[src/rtl/ram_ctrl_pkg.sv]
// ram_ctrl_pkg: shared types and default widths for the RAM request controller.
//   state_e : controller states (zero-fill, then normal command issue)
//   cmd_t   : queued command layout {wr, addr, wdata} at the default widths;
//             the controller packs its queue entries in the same field order.
package ram_ctrl_pkg;

    localparam int unsigned DEF_ADDR_WIDTH = 4;
    localparam int unsigned DEF_DATA_WIDTH = 8;
    localparam int unsigned DEF_FIFO_DEPTH = 4;

    typedef enum logic {
        ST_INIT = 1'b0,
        ST_RUN  = 1'b1
    } state_e;

    typedef struct packed {
        logic                      wr;
        logic [DEF_ADDR_WIDTH-1:0] addr;
        logic [DEF_DATA_WIDTH-1:0] wdata;
    } cmd_t;

endpackage

[src/rtl/ram_cmd_fifo.sv]
// ram_cmd_fifo: synchronous FIFO holding queued RAM commands.
//   clk_i, rst_i      : clock, synchronous active-high reset (empties the queue)
//   push_i/push_data_i: enqueue request; ignored while full
//   pop_i/pop_data_o  : dequeue request; pop_data_o shows the head entry
//   full_o, empty_o   : occupancy flags
// DEPTH must be a power of two, at least 2.
module ram_cmd_fifo #(
    parameter int unsigned WIDTH = 13,
    parameter int unsigned DEPTH = 4
) (
    input  logic             clk_i,
    input  logic             rst_i,
    input  logic             push_i,
    input  logic [WIDTH-1:0] push_data_i,
    input  logic             pop_i,
    output logic [WIDTH-1:0] pop_data_o,
    output logic             full_o,
    output logic             empty_o
);

    localparam int unsigned PTR_W = $clog2(DEPTH);
    localparam logic [PTR_W:0] PTR_ONE = (PTR_W + 1)'(1);

    logic [WIDTH-1:0] mem_q [DEPTH];
    logic [PTR_W:0]   wptr_q, wptr_d;
    logic [PTR_W:0]   rptr_q, rptr_d;
    logic             do_push;
    logic             do_pop;

    // Pointers carry one extra wrap bit so full and empty are distinguishable.
    assign empty_o    = (wptr_q == rptr_q);
    assign full_o     = (wptr_q[PTR_W] != rptr_q[PTR_W]) &&
                        (wptr_q[PTR_W-1:0] == rptr_q[PTR_W-1:0]);
    assign do_push    = push_i && !full_o;
    assign do_pop     = pop_i && !empty_o;
    assign pop_data_o = mem_q[rptr_q[PTR_W-1:0]];

    always_comb begin
        wptr_d = wptr_q;
        rptr_d = rptr_q;
        if (do_push) begin
            wptr_d = wptr_q + PTR_ONE;
        end
        if (do_pop) begin
            rptr_d = rptr_q + PTR_ONE;
        end
    end

    always_ff @(posedge clk_i) begin
        if (rst_i) begin
            wptr_q <= '0;
            rptr_q <= '0;
        end else begin
            wptr_q <= wptr_d;
            rptr_q <= rptr_d;
        end
    end

    always_ff @(posedge clk_i) begin
        if (do_push) begin
            mem_q[wptr_q[PTR_W-1:0]] <= push_data_i;
        end
    end

endmodule

[src/rtl/ram_req_ctrl.sv]
// ram_req_ctrl: zero-fills a synchronous RAM after reset, then issues queued
// read/write requests to it in order, returning read data as response pulses.
//   clk, rst                  : clock, synchronous active-high reset
//   req_valid/req_ready       : request handshake (accepted when both high)
//   req_wr/req_addr/req_wdata : request: 1 = write, 0 = read; address; write data
//   pause                     : holds command issue; requests still queue
//   wr_enb/wr_addr/wr_data    : registered RAM write port
//   rd_enb/rd_addr            : registered RAM read port
//   rd_data                   : RAM read data, valid the cycle after rd_enb
//   rsp_valid/rsp_data        : read response, two cycles after rd_enb
//   init_done                 : high once the zero-fill has completed
module ram_req_ctrl
    import ram_ctrl_pkg::*;
#(
    parameter int unsigned ADDR_WIDTH = DEF_ADDR_WIDTH,
    parameter int unsigned DATA_WIDTH = DEF_DATA_WIDTH,
    parameter int unsigned FIFO_DEPTH = DEF_FIFO_DEPTH
) (
    input  logic                  clk,
    input  logic                  rst,
    input  logic                  req_valid,
    output logic                  req_ready,
    input  logic                  req_wr,
    input  logic [ADDR_WIDTH-1:0] req_addr,
    input  logic [DATA_WIDTH-1:0] req_wdata,
    input  logic                  pause,
    output logic                  wr_enb,
    output logic [ADDR_WIDTH-1:0] wr_addr,
    output logic [DATA_WIDTH-1:0] wr_data,
    output logic                  rd_enb,
    output logic [ADDR_WIDTH-1:0] rd_addr,
    input  logic [DATA_WIDTH-1:0] rd_data,
    output logic                  rsp_valid,
    output logic [DATA_WIDTH-1:0] rsp_data,
    output logic                  init_done
);

    localparam int unsigned CMD_W = 1 + ADDR_WIDTH + DATA_WIDTH;
    localparam logic [ADDR_WIDTH:0] CNT_ONE = (ADDR_WIDTH + 1)'(1);

    state_e                state_q, state_d;
    logic [ADDR_WIDTH:0]   init_cnt_q, init_cnt_d;
    logic                  init_done_q, init_done_d;
    logic                  wr_enb_q, wr_enb_d;
    logic [ADDR_WIDTH-1:0] wr_addr_q, wr_addr_d;
    logic [DATA_WIDTH-1:0] wr_data_q, wr_data_d;
    logic                  rd_enb_q, rd_enb_d;
    logic [ADDR_WIDTH-1:0] rd_addr_q, rd_addr_d;
    logic                  rd_pend_q, rd_pend_d;
    logic                  rsp_valid_q, rsp_valid_d;
    logic [DATA_WIDTH-1:0] rsp_data_q, rsp_data_d;

    logic                  fifo_push;
    logic                  fifo_pop;
    logic                  fifo_full;
    logic                  fifo_empty;
    logic [CMD_W-1:0]      fifo_head;
    logic                  head_wr;
    logic [ADDR_WIDTH-1:0] head_addr;
    logic [DATA_WIDTH-1:0] head_wdata;

    // No pass-through when full: a pop in the same cycle does not free a slot
    // for the incoming request.
    assign req_ready = init_done_q && !fifo_full;
    assign fifo_push = req_valid && req_ready;
    assign {head_wr, head_addr, head_wdata} = fifo_head;

    ram_cmd_fifo #(
        .WIDTH (CMD_W),
        .DEPTH (FIFO_DEPTH)
    ) u_cmd_fifo (
        .clk_i       (clk),
        .rst_i       (rst),
        .push_i      (fifo_push),
        .push_data_i ({req_wr, req_addr, req_wdata}),
        .pop_i       (fifo_pop),
        .pop_data_o  (fifo_head),
        .full_o      (fifo_full),
        .empty_o     (fifo_empty)
    );

    always_comb begin
        state_d     = state_q;
        init_cnt_d  = init_cnt_q;
        init_done_d = init_done_q;
        wr_enb_d    = 1'b0;
        wr_addr_d   = wr_addr_q;
        wr_data_d   = wr_data_q;
        rd_enb_d    = 1'b0;
        rd_addr_d   = rd_addr_q;
        fifo_pop    = 1'b0;
        // Read pipeline: rd_enb -> RAM data next cycle -> response register.
        rd_pend_d   = rd_enb_q;
        rsp_valid_d = rd_pend_q;
        rsp_data_d  = rd_pend_q ? rd_data : rsp_data_q;

        unique case (state_q)
            ST_INIT: begin
                wr_enb_d   = 1'b1;
                wr_addr_d  = init_cnt_q[ADDR_WIDTH-1:0];
                wr_data_d  = '0;
                init_cnt_d = init_cnt_q + CNT_ONE;
                // The extra counter bit sets once every address has been written.
                if (init_cnt_d[ADDR_WIDTH]) begin
                    state_d = ST_RUN;
                end
            end
            ST_RUN: begin
                init_done_d = 1'b1;
                if (!pause && !fifo_empty) begin
                    fifo_pop = 1'b1;
                    if (head_wr) begin
                        wr_enb_d  = 1'b1;
                        wr_addr_d = head_addr;
                        wr_data_d = head_wdata;
                    end else begin
                        rd_enb_d  = 1'b1;
                        rd_addr_d = head_addr;
                    end
                end
            end
            default: begin
                state_d = ST_INIT;
            end
        endcase
    end

    always_ff @(posedge clk) begin
        if (rst) begin
            state_q     <= ST_INIT;
            init_cnt_q  <= '0;
            init_done_q <= 1'b0;
            wr_enb_q    <= 1'b0;
            wr_addr_q   <= '0;
            wr_data_q   <= '0;
            rd_enb_q    <= 1'b0;
            rd_addr_q   <= '0;
            rd_pend_q   <= 1'b0;
            rsp_valid_q <= 1'b0;
            rsp_data_q  <= '0;
        end else begin
            state_q     <= state_d;
            init_cnt_q  <= init_cnt_d;
            init_done_q <= init_done_d;
            wr_enb_q    <= wr_enb_d;
            wr_addr_q   <= wr_addr_d;
            wr_data_q   <= wr_data_d;
            rd_enb_q    <= rd_enb_d;
            rd_addr_q   <= rd_addr_d;
            rd_pend_q   <= rd_pend_d;
            rsp_valid_q <= rsp_valid_d;
            rsp_data_q  <= rsp_data_d;
        end
    end

    assign wr_enb    = wr_enb_q;
    assign wr_addr   = wr_addr_q;
    assign wr_data   = wr_data_q;
    assign rd_enb    = rd_enb_q;
    assign rd_addr   = rd_addr_q;
    assign rsp_valid = rsp_valid_q;
    assign rsp_data  = rsp_data_q;
    assign init_done = init_done_q;

endmodule

[config.mk]
export PLATFORM = sky130hd
export DESIGN_NAME = ram_req_ctrl
export DESIGN_NICKNAME = d
export VERILOG_FILES = /design/src/rtl/ram_ctrl_pkg.sv /design/src/rtl/ram_cmd_fifo.sv /design/src/rtl/ram_req_ctrl.sv
export SDC_FILE = /design/constraint.sdc
export NUM_CORES = 1
export LEC_CHECK = 0
export BUFFER_PORTS_ARGS = -buffer_cell sky130_fd_sc_hd__buf_2
export CORE_MARGIN = 4
export CORE_UTILIZATION = 35
export CTS_BUF_LIST = sky130_fd_sc_hd__clkbuf_4 sky130_fd_sc_hd__clkbuf_8
export DETAILED_ROUTE_END_ITERATION = 10
export GPL_TIMING_DRIVEN = 0
export PLACE_DENSITY = 0.54
export SYNTH_ARGS = -nofsm -noshare
export SYNTH_HDL_FRONTEND = slang
export SYNTH_SLANG_ARGS = --single-unit
[constraint.sdc]
create_clock -name clk -period 3.1 [get_ports clk]
set_input_delay 0.31 -clock clk [delete_from_list [all_inputs] [get_ports clk]]
set_output_delay 0.31 -clock clk [all_outputs]
set_load 0.005 [all_outputs]
==> impl_metrics.tcl, run 1 <==
set metrics [dict create \
    p_switching_mw 0.5299 \
    p_leak_nw 1.687 \
    cts.path.max_buffers 2 \
    critPathCaptureType "flop" \
    post-route-min-period_ns 2.317 \
    die_height_microns 110.0 \
    post-synth-top-count-cell "edfxtp_1" \
    hpwl_microns 4507 \
    internal_power_mw 1.790 \
    slew_headroom 0.5073 \
    synth_edf_count 52 \
    fin_worst_skew_ns 0.01408 \
    busiest_layer "met2" \
    fmaxAchievable_mhz 431.5 \
    vias_per_cell 4.581 \
    grt_pass1_wl_microns 10380 \
    cp.required_ns 3.36 \
    ir_drop_uv 241.6 \
    max_stage_delay_ns 0.66 \
    powerDensity_nw_per_um2 542.2 \
    numCtsBuffers 9 \
    ys_seq_area_frac 0.6657 \
    cp_slowest_cell "and3_1" \
    regToRegSetupSlack_ns 0.78 \
    cts-root-buf "clkbuf_8" \
    antenna_found_initial 0 \
    io_pins 54 \
    avgRoutedWirePerCell_microns 14.66 \
    path_class "flop to flop" \
    synthTopCellsByCount "edfxtp_1 (52), dfxtp_1 (43), nor2_1 (34), mux2i_1 (23), mux4_2 (12)" \
    drc 0 \
    worst_pin_slew_ns 0.7391 \
    path_buf_inv 0 \
    drt-total-wl_microns 6479 \
    status "complete, no violations" \
    syn_area_sq_um 3638 \
    die_w_microns 110.0 \
    startpoint_type "flop" \
    tritoncts "done" \
    crit_chain "xor2_1 > o31a_1 > and3_1 > mux2_2" \
    rows 36 \
    synth_area_leaders "edfxtp_1 (43%), dfxtp_1 (24%), mux4_2 (7.4%)" \
    synth_warnings 0 \
    met1_usage 0.1515 \
    syn_inst 240 \
    p_seq_frac 0.588 \
    pre_cts_ws_ns 0.7618 \
    setup-violations-final 0 \
    insertedDiodeCount 0 \
    ys.flop_type "edfxtp_1" \
    path_max_fanout 14 \
    cts_resized 0 \
    insertion_delay_ns 0.36 \
    cts.clk_slew.worst_paths_ns 0.10 \
    synth-seq-cells 95 \
    post-route-period-util 0.7475 \
    cp.arrival_ns 2.58 \
    routabilityCongestion 0.7077 \
    gr-usage-met2 0.1837 \
    setup_tns_ns 0 \
    cts.sinks 95 \
    finalHoldViolCount 0 \
    die_area_sq_um 12090 \
    maxCapViolCount 0 \
    synth_largest_area_cell "edfxtp_1" \
    track_usage 0.1171 \
    finalWorstSetupSlack_ns 0.7826 \
    vias 2025 \
    switching_share 0.2284 \
    grt_pass1_vias 2003 \
    synth_nets 271 \
    synthToLayoutAreaGrowth_pct 17.61 \
    overflow 0 \
    async_flop_share 0 \
    drtPass1Iterations 4 \
    grt_max_degree 19 \
    p_clk_frac 0.363 \
    grt_use_met3 0.04169 \
    maxSlewViolCount 0 \
    htreeDepth 3 \
    pwr-share-comb 0.049 \
    detail_route.iter0.violations 64 \
    ant_nets 0 \
    portBuffers 53 \
    synth.distinct_cells 34 \
    ctsHoldBuffers 0 \
    post_cts_buffers 0 \
    final_nets 335 \
    hp-class "primary input to flop" \
    synth_area_per_cell_sq_um 15.16 \
    cp_top_family "simple AND/OR/NAND/NOR gates" \
    drive_above_1_share 0.2880 \
    initial_core_util 0.3655 \
    core_area_sq_um 9955 \
    synthDominantCellAreaShare 0.4292 \
    rsz0062_at_grt "no" \
]
-- area by class of cell --
type / count / area (sq um)
plain buffers: 12 / 66.31
clock buffers: 9 / 123.9
clock inverters: 7 / 85.08
fillers: 923 / 5675
inverters: 5 / 18.77
multi-input cells: 128 / 1131
flip-flops and latches: 95 / 2422
well taps: 133 / 166.4
repair buffers: 53 / 265.3
-- sequential cells by signal (all words and copies together), names as in the netlist, named ones only --
register           flops
u_cmd_fifo.mem_q      52
rsp_data               8
wr_data                8
init_cnt_q             5
rd_addr                4
wr_addr                4
u_cmd_fifo.rptr_q      3
u_cmd_fifo.wptr_q      3
init_done              1
rd_enb                 1
rd_pend_q              1
rsp_valid              1
state_q                1
wr_enb                 1
-- stage by stage --
stage,power [mW],util,area (sq um),std cells,hold slack [ns]
final,2.320,0.4299,4279,442,0.1589
after detailed placement,1.510,0.4089,4070,426,0.4645
after floorplan,1.457,-,3638,240,0.4089
after CTS,2.354,0.4299,4279,442,0.1432
after global routing,2.435,0.4299,4279,442,0.1349
after global placement,1.507,0.4089,4070,426,0.4591
-- final timing paths --
path                        start                      to  cells past startpoint
max          u_cmd_fifo.wptr_q[0]    u_cmd_fifo.wptr_q[2]                      4
min                  req_wdata[3]  u_cmd_fifo.mem_q[3][3]                      1
min reg2reg                rd_enb               rd_pend_q                      1
max reg2reg  u_cmd_fifo.wptr_q[0]    u_cmd_fifo.wptr_q[2]                      4
-- placed cells by master, fill, tap and decap left out, types with 3 or more instances in the layout --
cell,n
and3_1,4
xor2_1,6
mux2i_1,23
clkbuf_1,6
edfxtp_1,52
inv_1,5
xnor2_1,3
clkbuf_8,9
inv_6,4
dfxtp_1,43
buf_2,54
o21ai_0,4
a211oi_1,3
nor2_1,34
mux4_2,12
buf_1,3
ha_1,6
or4b_1,4
nor2b_1,9
nand2_1,4
-- power by group through the flow --
stage / Combinational, mW / Sequential (mW) / Clock, mW
2_1_floorplan: 0.0659 / 1.39 / 0
3_3_place_gp: 0.113 / 1.39 / 0
3_5_place_dp: 0.116 / 1.39 / 0
4_1_cts: 0.116 / 1.37 / 0.873
5_1_grt: 0.130 / 1.37 / 0.938
6_report: 0.113 / 1.36 / 0.842
-- cells by family after synthesis --
| logic type | count (synthesis) | synth area share |
|---|---|---|
| AOI/OAI and AO/OA | 15 | 0.03439 |
| xor gates and xnor gates | 10 | 0.02614 |
| adders and majority gates | 6 | 0.02063 |
| buffers and inverters | 17 | 0.02338 |
| DFF | 95 | 0.6658 |
| muxes | 38 | 0.1510 |
| and+or+nand+nor | 59 | 0.07874 |
-- worst register-to-register path: stages (launching register included) --
cell and delay, ns:
dfxtp_1 0.42, xor2_1 0.44, o31a_1 0.28, and3_1 0.66, mux2_2 0.41
-- layer usage --
| layer | share of wire | vias up | routed length, microns |
|---|---|---|---|
| met3 | 0.049 | 8 | 316 |
| li1 | - | 1011 | - |
| met1 | 0.44 | 969 | 2868 |
| met5 | 0 | - | 0 |
| met2 | 0.50 | 37 | 3212 |
| met4 | 0.013 | 0 | 82 |
No activity file was read; power rests on OpenSTA's default activity.
==> run 2: changes to the inputs <==
--- a/config.mk
+++ b/config.mk
@@ -11,7 +11,7 @@
 export CTS_BUF_LIST = sky130_fd_sc_hd__clkbuf_4 sky130_fd_sc_hd__clkbuf_8
 export DETAILED_ROUTE_END_ITERATION = 10
 export GPL_TIMING_DRIVEN = 0
-export PLACE_DENSITY = 0.54
+export PLACE_DENSITY = 0.56
 export SYNTH_ARGS = -nofsm -noshare
 export SYNTH_HDL_FRONTEND = slang
 export SYNTH_SLANG_ARGS = --single-unit
==> constraint.sdc (replaced) <==
create_clock -name clk -period 2.1 [get_ports clk]
set_input_delay 0.21 -clock clk [delete_from_list [all_inputs] [get_ports clk]]
set_output_delay 0.21 -clock clk [all_outputs]
set_load 0.005 [all_outputs]
==> run 2 against run 1 <==
Compared with the run above:
- cell count unchanged
- critical path depth is the same
- clock-buffer cell count unchanged
- total power up 49%
- routed wire length rose by 1.0%
- register-to-register slack got worse by 0.65 ns
- worst hold slack worse by 0.10 ns
- largest cell class unchanged
- utilization grew 0.23 points
- die area is the same
- combinational power is 50% higher
==> impl_metrics.tcl, run 2 (synthesized netlist as in run 1, its figures left out) <==
set metrics [dict create \
    path_max_fanout 14 \
    hold_start "req_wdata[7]" \
    placedCellCount 426 \
    regToRegSetupSlack_ns 0.13 \
    worstReg2RegStart "u_cmd_fifo.wptr_q[1]" \
    fmaxAchievable_mhz 507.2 \
    cts.sinks 95 \
    die_area_sq_um 12090 \
    status "complete, no violations" \
    cts.path.max_buffers 2 \
    whs_endpoint "u_cmd_fifo.mem_q[3][7]" \
    detail_route.iter0.violations 85 \
    cp.arrival_ns 2.22 \
    avgRoutedWirePerCell_microns 14.81 \
    die_height_microns 110.0 \
    hp-class "primary input to flop" \
    nFillCells 907 \
    drt-total-wl_microns 6545 \
    ant_nets 0 \
    grt_pass1_vias 2102 \
    setup_tns_ns 0 \
    final_cells 442 \
    core_area_sq_um 9955 \
    track_usage 0.1198 \
    final_nets 335 \
    placed_area_sq_um 4070 \
    cp.required_ns 2.35 \
    htreeDepth 3 \
    worst_pin_slew_ns 0.7066 \
    io_pins 54 \
    largest_register_ffs 52 \
    maxSlewViolCount 0 \
    drtPass1Iterations 4 \
    whs_ns 0.05486 \
    drc 0 \
    critPathCaptureType "flop" \
    routabilityCongestion 0.7198 \
    rows 36 \
    rsz0062_at_grt "no" \
    post-route-period-util 0.9388 \
    insertedDiodeCount 0 \
    path_class "flop to flop" \
    drive_above_1_share 0.3042 \
    setup-violations-final 0 \
    ff2ff_path_depth 4 \
    post-route-min-period_ns 1.971 \
    layout_common_cells "buf_2 (54), edfxtp_1 (52), dfxtp_1 (43), nor2_1 (34), mux2i_1 (23)" \
    fin_worst_skew_ns 0.01709 \
    vias_per_cell 4.609 \
    maxCapViolCount 0 \
    finalWorstSetupSlack_ns 0.1285 \
    rr_endpoint "u_cmd_fifo.wptr_q[2]" \
    ir_drop_uv 318.9 \
    p_leak_nw 1.689 \
    hpwl_microns 4531 \
    grt_pass1_wl_microns 10720 \
    antenna_found_initial 0 \
    slew_headroom 0.5229 \
    powerDensity_nw_per_um2 805.0 \
    synthToLayoutAreaGrowth_pct 18.23 \
    design_area_sq_um 4302 \
    vias 2037 \
    overflow 0 \
    final_common_cell "buf_2" \
    initial_core_util 0.3655 \
    fin_total_pwr_mw 3.463 \
    hold_depth 1 \
    insertion_delay_ns 0.36 \
    cts.clk_slew.worst_paths_ns 0.11 \
    cts-root-buf "clkbuf_8" \
    tritoncts "done" \
    pre_cts_ws_ns -0.1884 \
    startpoint_type "flop" \
    numCtsBuffers 9 \
    grt_max_degree 20 \
    final_util 0.4321 \
    portBuffers 53 \
    die_w_microns 110.0 \
    finalHoldViolCount 0 \
]
## run 2: cell count changes in the layout (fill, tap and decap cells not counted)
cell	change
inv_6	-1
inv_8	+1
clkinv_8	+1
clkinv_4	-1
xor2_2	+1
and3_1	-4
and3_2	+4
xor2_1	-1
## run 2: area by class of cell
| class | count | area [sq um] | share of cell area |
|---|---|---|---|
| Sequential cell | 95 | 2422 | 0.5631 |
| Multi-Input combinational cell | 128 | 1144 | 0.2659 |
| Timing Repair Buffer | 53 | 265.3 | 0.06166 |
| Tap cell | 133 | 166.4 | 0.03869 |
| Clock buffer | 9 | 123.9 | 0.02880 |
| Clock inverter | 7 | 95.09 | 0.02211 |
| Buffer | 12 | 66.31 | 0.01542 |
| Inverter | 5 | 18.77 | 0.004363 |
## run 2: worst max-delay path: stages (launching register included)
cell and delay (ns):
dfxtp_1 0.46, xor2_2 0.30, o31a_1 0.26, and3_2 0.46
mux2_2 0.38
## run 2: worst max-delay path by stage
stage                                    start  slack (ns)  cells after the start                   end
final                     u_cmd_fifo.wptr_q[1]        0.13                      4  u_cmd_fifo.wptr_q[2]
after detailed placement  u_cmd_fifo.wptr_q[0]       -0.19                      4  u_cmd_fifo.wptr_q[2]
after global placement    u_cmd_fifo.wptr_q[0]       -0.22                      4  u_cmd_fifo.wptr_q[2]
after floorplan           u_cmd_fifo.wptr_q[0]        0.20                      4  u_cmd_fifo.wptr_q[2]
after CTS                 u_cmd_fifo.wptr_q[0]        0.03                      4  u_cmd_fifo.wptr_q[2]
after global routing      u_cmd_fifo.wptr_q[1]        0.02                      4  u_cmd_fifo.wptr_q[2]
## run 2: layer usage
metal,GRT usage,part of all wire
met4,0.04541,0.012
met5,0,0
met1,0.1540,0.45
met2,0.1889,0.49
met3,0.03758,0.045
## run 2: where the power goes
group / switching [mW] / internal (mW)
clock: 0.690 / 0.590
sequential: 0.0228 / 1.99
combinational: 0.0940 / 0.0748
## run 2: repair_timing
item                       CTS  global route
setup endpoints to repair   53             1
gates cloned                 0             0
hold buffers                 0             0
resized for setup            4             1
buffers inserted             0             0
==> run 3: changes to the inputs <==
--- a/config.mk
+++ b/config.mk
@@ -5,13 +5,14 @@
 export SDC_FILE = /design/constraint.sdc
 export NUM_CORES = 1
 export LEC_CHECK = 0
-export BUFFER_PORTS_ARGS = -buffer_cell sky130_fd_sc_hd__buf_2
+export CAP_MARGIN = 15
 export CORE_MARGIN = 4
 export CORE_UTILIZATION = 35
 export CTS_BUF_LIST = sky130_fd_sc_hd__clkbuf_4 sky130_fd_sc_hd__clkbuf_8
 export DETAILED_ROUTE_END_ITERATION = 10
+export DONT_BUFFER_PORTS = 1
 export GPL_TIMING_DRIVEN = 0
-export PLACE_DENSITY = 0.56
+export PLACE_DENSITY = 0.52
 export SYNTH_ARGS = -nofsm -noshare
 export SYNTH_HDL_FRONTEND = slang
 export SYNTH_SLANG_ARGS = --single-unit
==> run 3 against run 2 <==
Compared with the run above:
- total power is 0.24% higher
- global-route usage is 0.16 points higher
- combinational power is 4% lower
- first-iteration DRC count is 38% lower
- cell count is 7.2% lower
- sequential power hardly changed
- critical path depth stayed put
- die area stayed put
- sequential share of layout area is 0.65 points higher
- worst hold slack worse by 0.028 ns
- flip-flop and latch count stayed put
- largest cell class unchanged
- largest power group unchanged
==> impl_metrics.tcl, run 3 (synthesized netlist as in run 1, its figures left out) <==
set metrics [dict create \
    numCtsBuffers 9 \
    slew_headroom 0.4982 \
    critPathCaptureType "flop" \
    rr_endpoint "rd_addr[1]" \
    cts-root-buf "clkbuf_8" \
    finalWorstSetupSlack_ns 0.1610 \
    crit_chain "clkbuf_1 > mux4_2 > or4b_1 > nand2_1" \
    core_area_sq_um 9955 \
    avgRoutedWirePerCell_microns 16.63 \
    maxSlewViolCount 0 \
    post-route-min-period_ns 1.939 \
    p_leak_nw 1.522 \
    whs_endpoint "rd_addr[3]" \
    vias_per_cell 4.737 \
    fmaxAchievable_mhz 515.7 \
    insertedDiodeCount 0 \
    drt-total-wl_microns 6820 \
    ant_nets 0 \
    io_pins 54 \
    drc 0 \
    grt_max_degree 20 \
    max_stage_delay_ns 0.60 \
    die_w_microns 110.0 \
    htreeDepth 3 \
    insertion_delay_ns 0.36 \
    maxCapViolCount 0 \
    hold_depth 2 \
    grt_pass1_wl_microns 10700 \
    regToRegSetupSlack_ns 0.16 \
    ff2ff_path_depth 4 \
    synthToLayoutAreaGrowth_pct 16.88 \
    layout_common_cells "edfxtp_1 (52), dfxtp_1 (43), nor2_1 (34), mux2i_1 (23), dlygate4sd3_1 (21)" \
    cp.required_ns 2.41 \
    die_area_sq_um 12090 \
    overflow 0 \
    track_usage 0.1214 \
    antenna_found_initial 0 \
    powerDensity_nw_per_um2 816.2 \
    rsz0062_at_grt "no" \
    post-route-period-util 0.9233 \
    cts.path.max_buffers 2 \
    setup-violations-final 0 \
    drtPass1Iterations 4 \
    cp_slowest_cell "clkbuf_1" \
    final_common_cell "edfxtp_1" \
    worst_pin_slew_ns 0.7527 \
    hold_start "rst" \
    hpwl_microns 4610 \
    post_cts_buffers 0 \
    fin_total_pwr_mw 3.471 \
    die_height_microns 110.0 \
    final_nets 303 \
    ir_drop_uv 291.0 \
    cp.arrival_ns 2.25 \
    initial_core_util 0.3655 \
    rows 36 \
    largest_register_ffs 52 \
    vias 1942 \
    path_class "flop to flop" \
    final_util 0.4272 \
    startpoint_type "flop" \
    fin_worst_skew_ns 0.01238 \
    routabilityCongestion 0.7826 \
    cts.sinks 95 \
    pre_cts_ws_ns -0.2749 \
    cts.clk_slew.worst_paths_ns 0.10 \
    drive_above_1_share 0.1480 \
    grt_pass1_vias 1964 \
    status "complete, no violations" \
    portBuffers 0 \
    finalHoldViolCount 0 \
    tritoncts "done" \
    detail_route.iter0.violations 53 \
    hp-class "primary input to flop" \
    path_max_fanout 10 \
]
-- run 3: cell types whose count changed in the layout (fill, tap and decap cells not counted) --
cell and change:
and3_2 -1, and3_4 +1, buf_2 -53, clkinv_4 +2, dlygate4sd3_1 +21, inv_6 -3, inv_8 +1
-- run 3: worst max path at each step --
stage / startpoint / to / slack, ns / depth (start not counted)
after CTS: u_cmd_fifo.rptr_q[0] / u_cmd_fifo.wptr_q[2] / 0.09 / 4
after detailed placement: u_cmd_fifo.rptr_q[0] / u_cmd_fifo.wptr_q[2] / -0.27 / 4
after floorplan: u_cmd_fifo.wptr_q[0] / u_cmd_fifo.wptr_q[2] / 0.20 / 4
after global placement: u_cmd_fifo.wptr_q[0] / u_cmd_fifo.wptr_q[2] / -0.25 / 4
final: flop / rd_addr[1] / 0.16 / 4
after global routing: flop / wr_addr[0] / 0.03 / 5
-- run 3: metal layers --
metal / up-vias / wire (microns) / part of all wire / track usage
li1: 950 / - / - / -
met1: 950 / 3013 / 0.44 / 0.1600
met2: 34 / 3332 / 0.49 / 0.1850
met3: 8 / 365 / 0.054 / 0.03758
met4: 0 / 109 / 0.016 / 0.05076
met5: - / 0 / 0 / 0
-- run 3: through the flow --
stage | setup TNS (ns) | cells | hold WS (ns) | area [sq um]
3_3_place_gp | -5.326 | 373 | 0.3091 | 3805
5_1_grt | 0 | 410 | 0.01759 | 4253
6_report | 0 | 410 | 0.02683 | 4253
2_1_floorplan | 0 | 240 | 0.3089 | 3638
3_5_place_dp | -5.022 | 373 | 0.3090 | 3805
4_1_cts | 0 | 410 | 0.008662 | 4245
-- run 3: timing repair --
action	in CTS	in global routing
hold buffers	21	0
resized for setup	5	1
setup endpoints to repair	53	3
pin swaps	0	0
hold endpoints to repair	60	0
cloned	0	0
-- run 3: critical path: cells and delay by family, from the launching register on --
| family | cells | cell delay (ns) |
|---|---|---|
| DFF | 1 | 0.42 |
| muxes | 1 | 0.37 |
| and+or+nand+nor | 2 | 0.50 |
| buffers and inverters | 1 | 0.60 |
-- run 3: layout make-up --
cell class / instances / area (sq um)
multi-input cells: 128 / 1147
repair buffers: 21 / 210.2
clock buffers: 9 / 123.9
plain buffers: 12 / 66.31
inverters: 5 / 18.77
flip-flops and latches: 95 / 2422
fillers: 912 / 5702
well taps: 133 / 166.4
clock inverters: 7 / 97.59
-- run 3: power by group --
group	switching (mW)	total, mW	internal (mW)
clock	0.701	1.29	0.590
sequential	0.0270	2.02	1.99
combinational	0.0850	0.162	0.0767
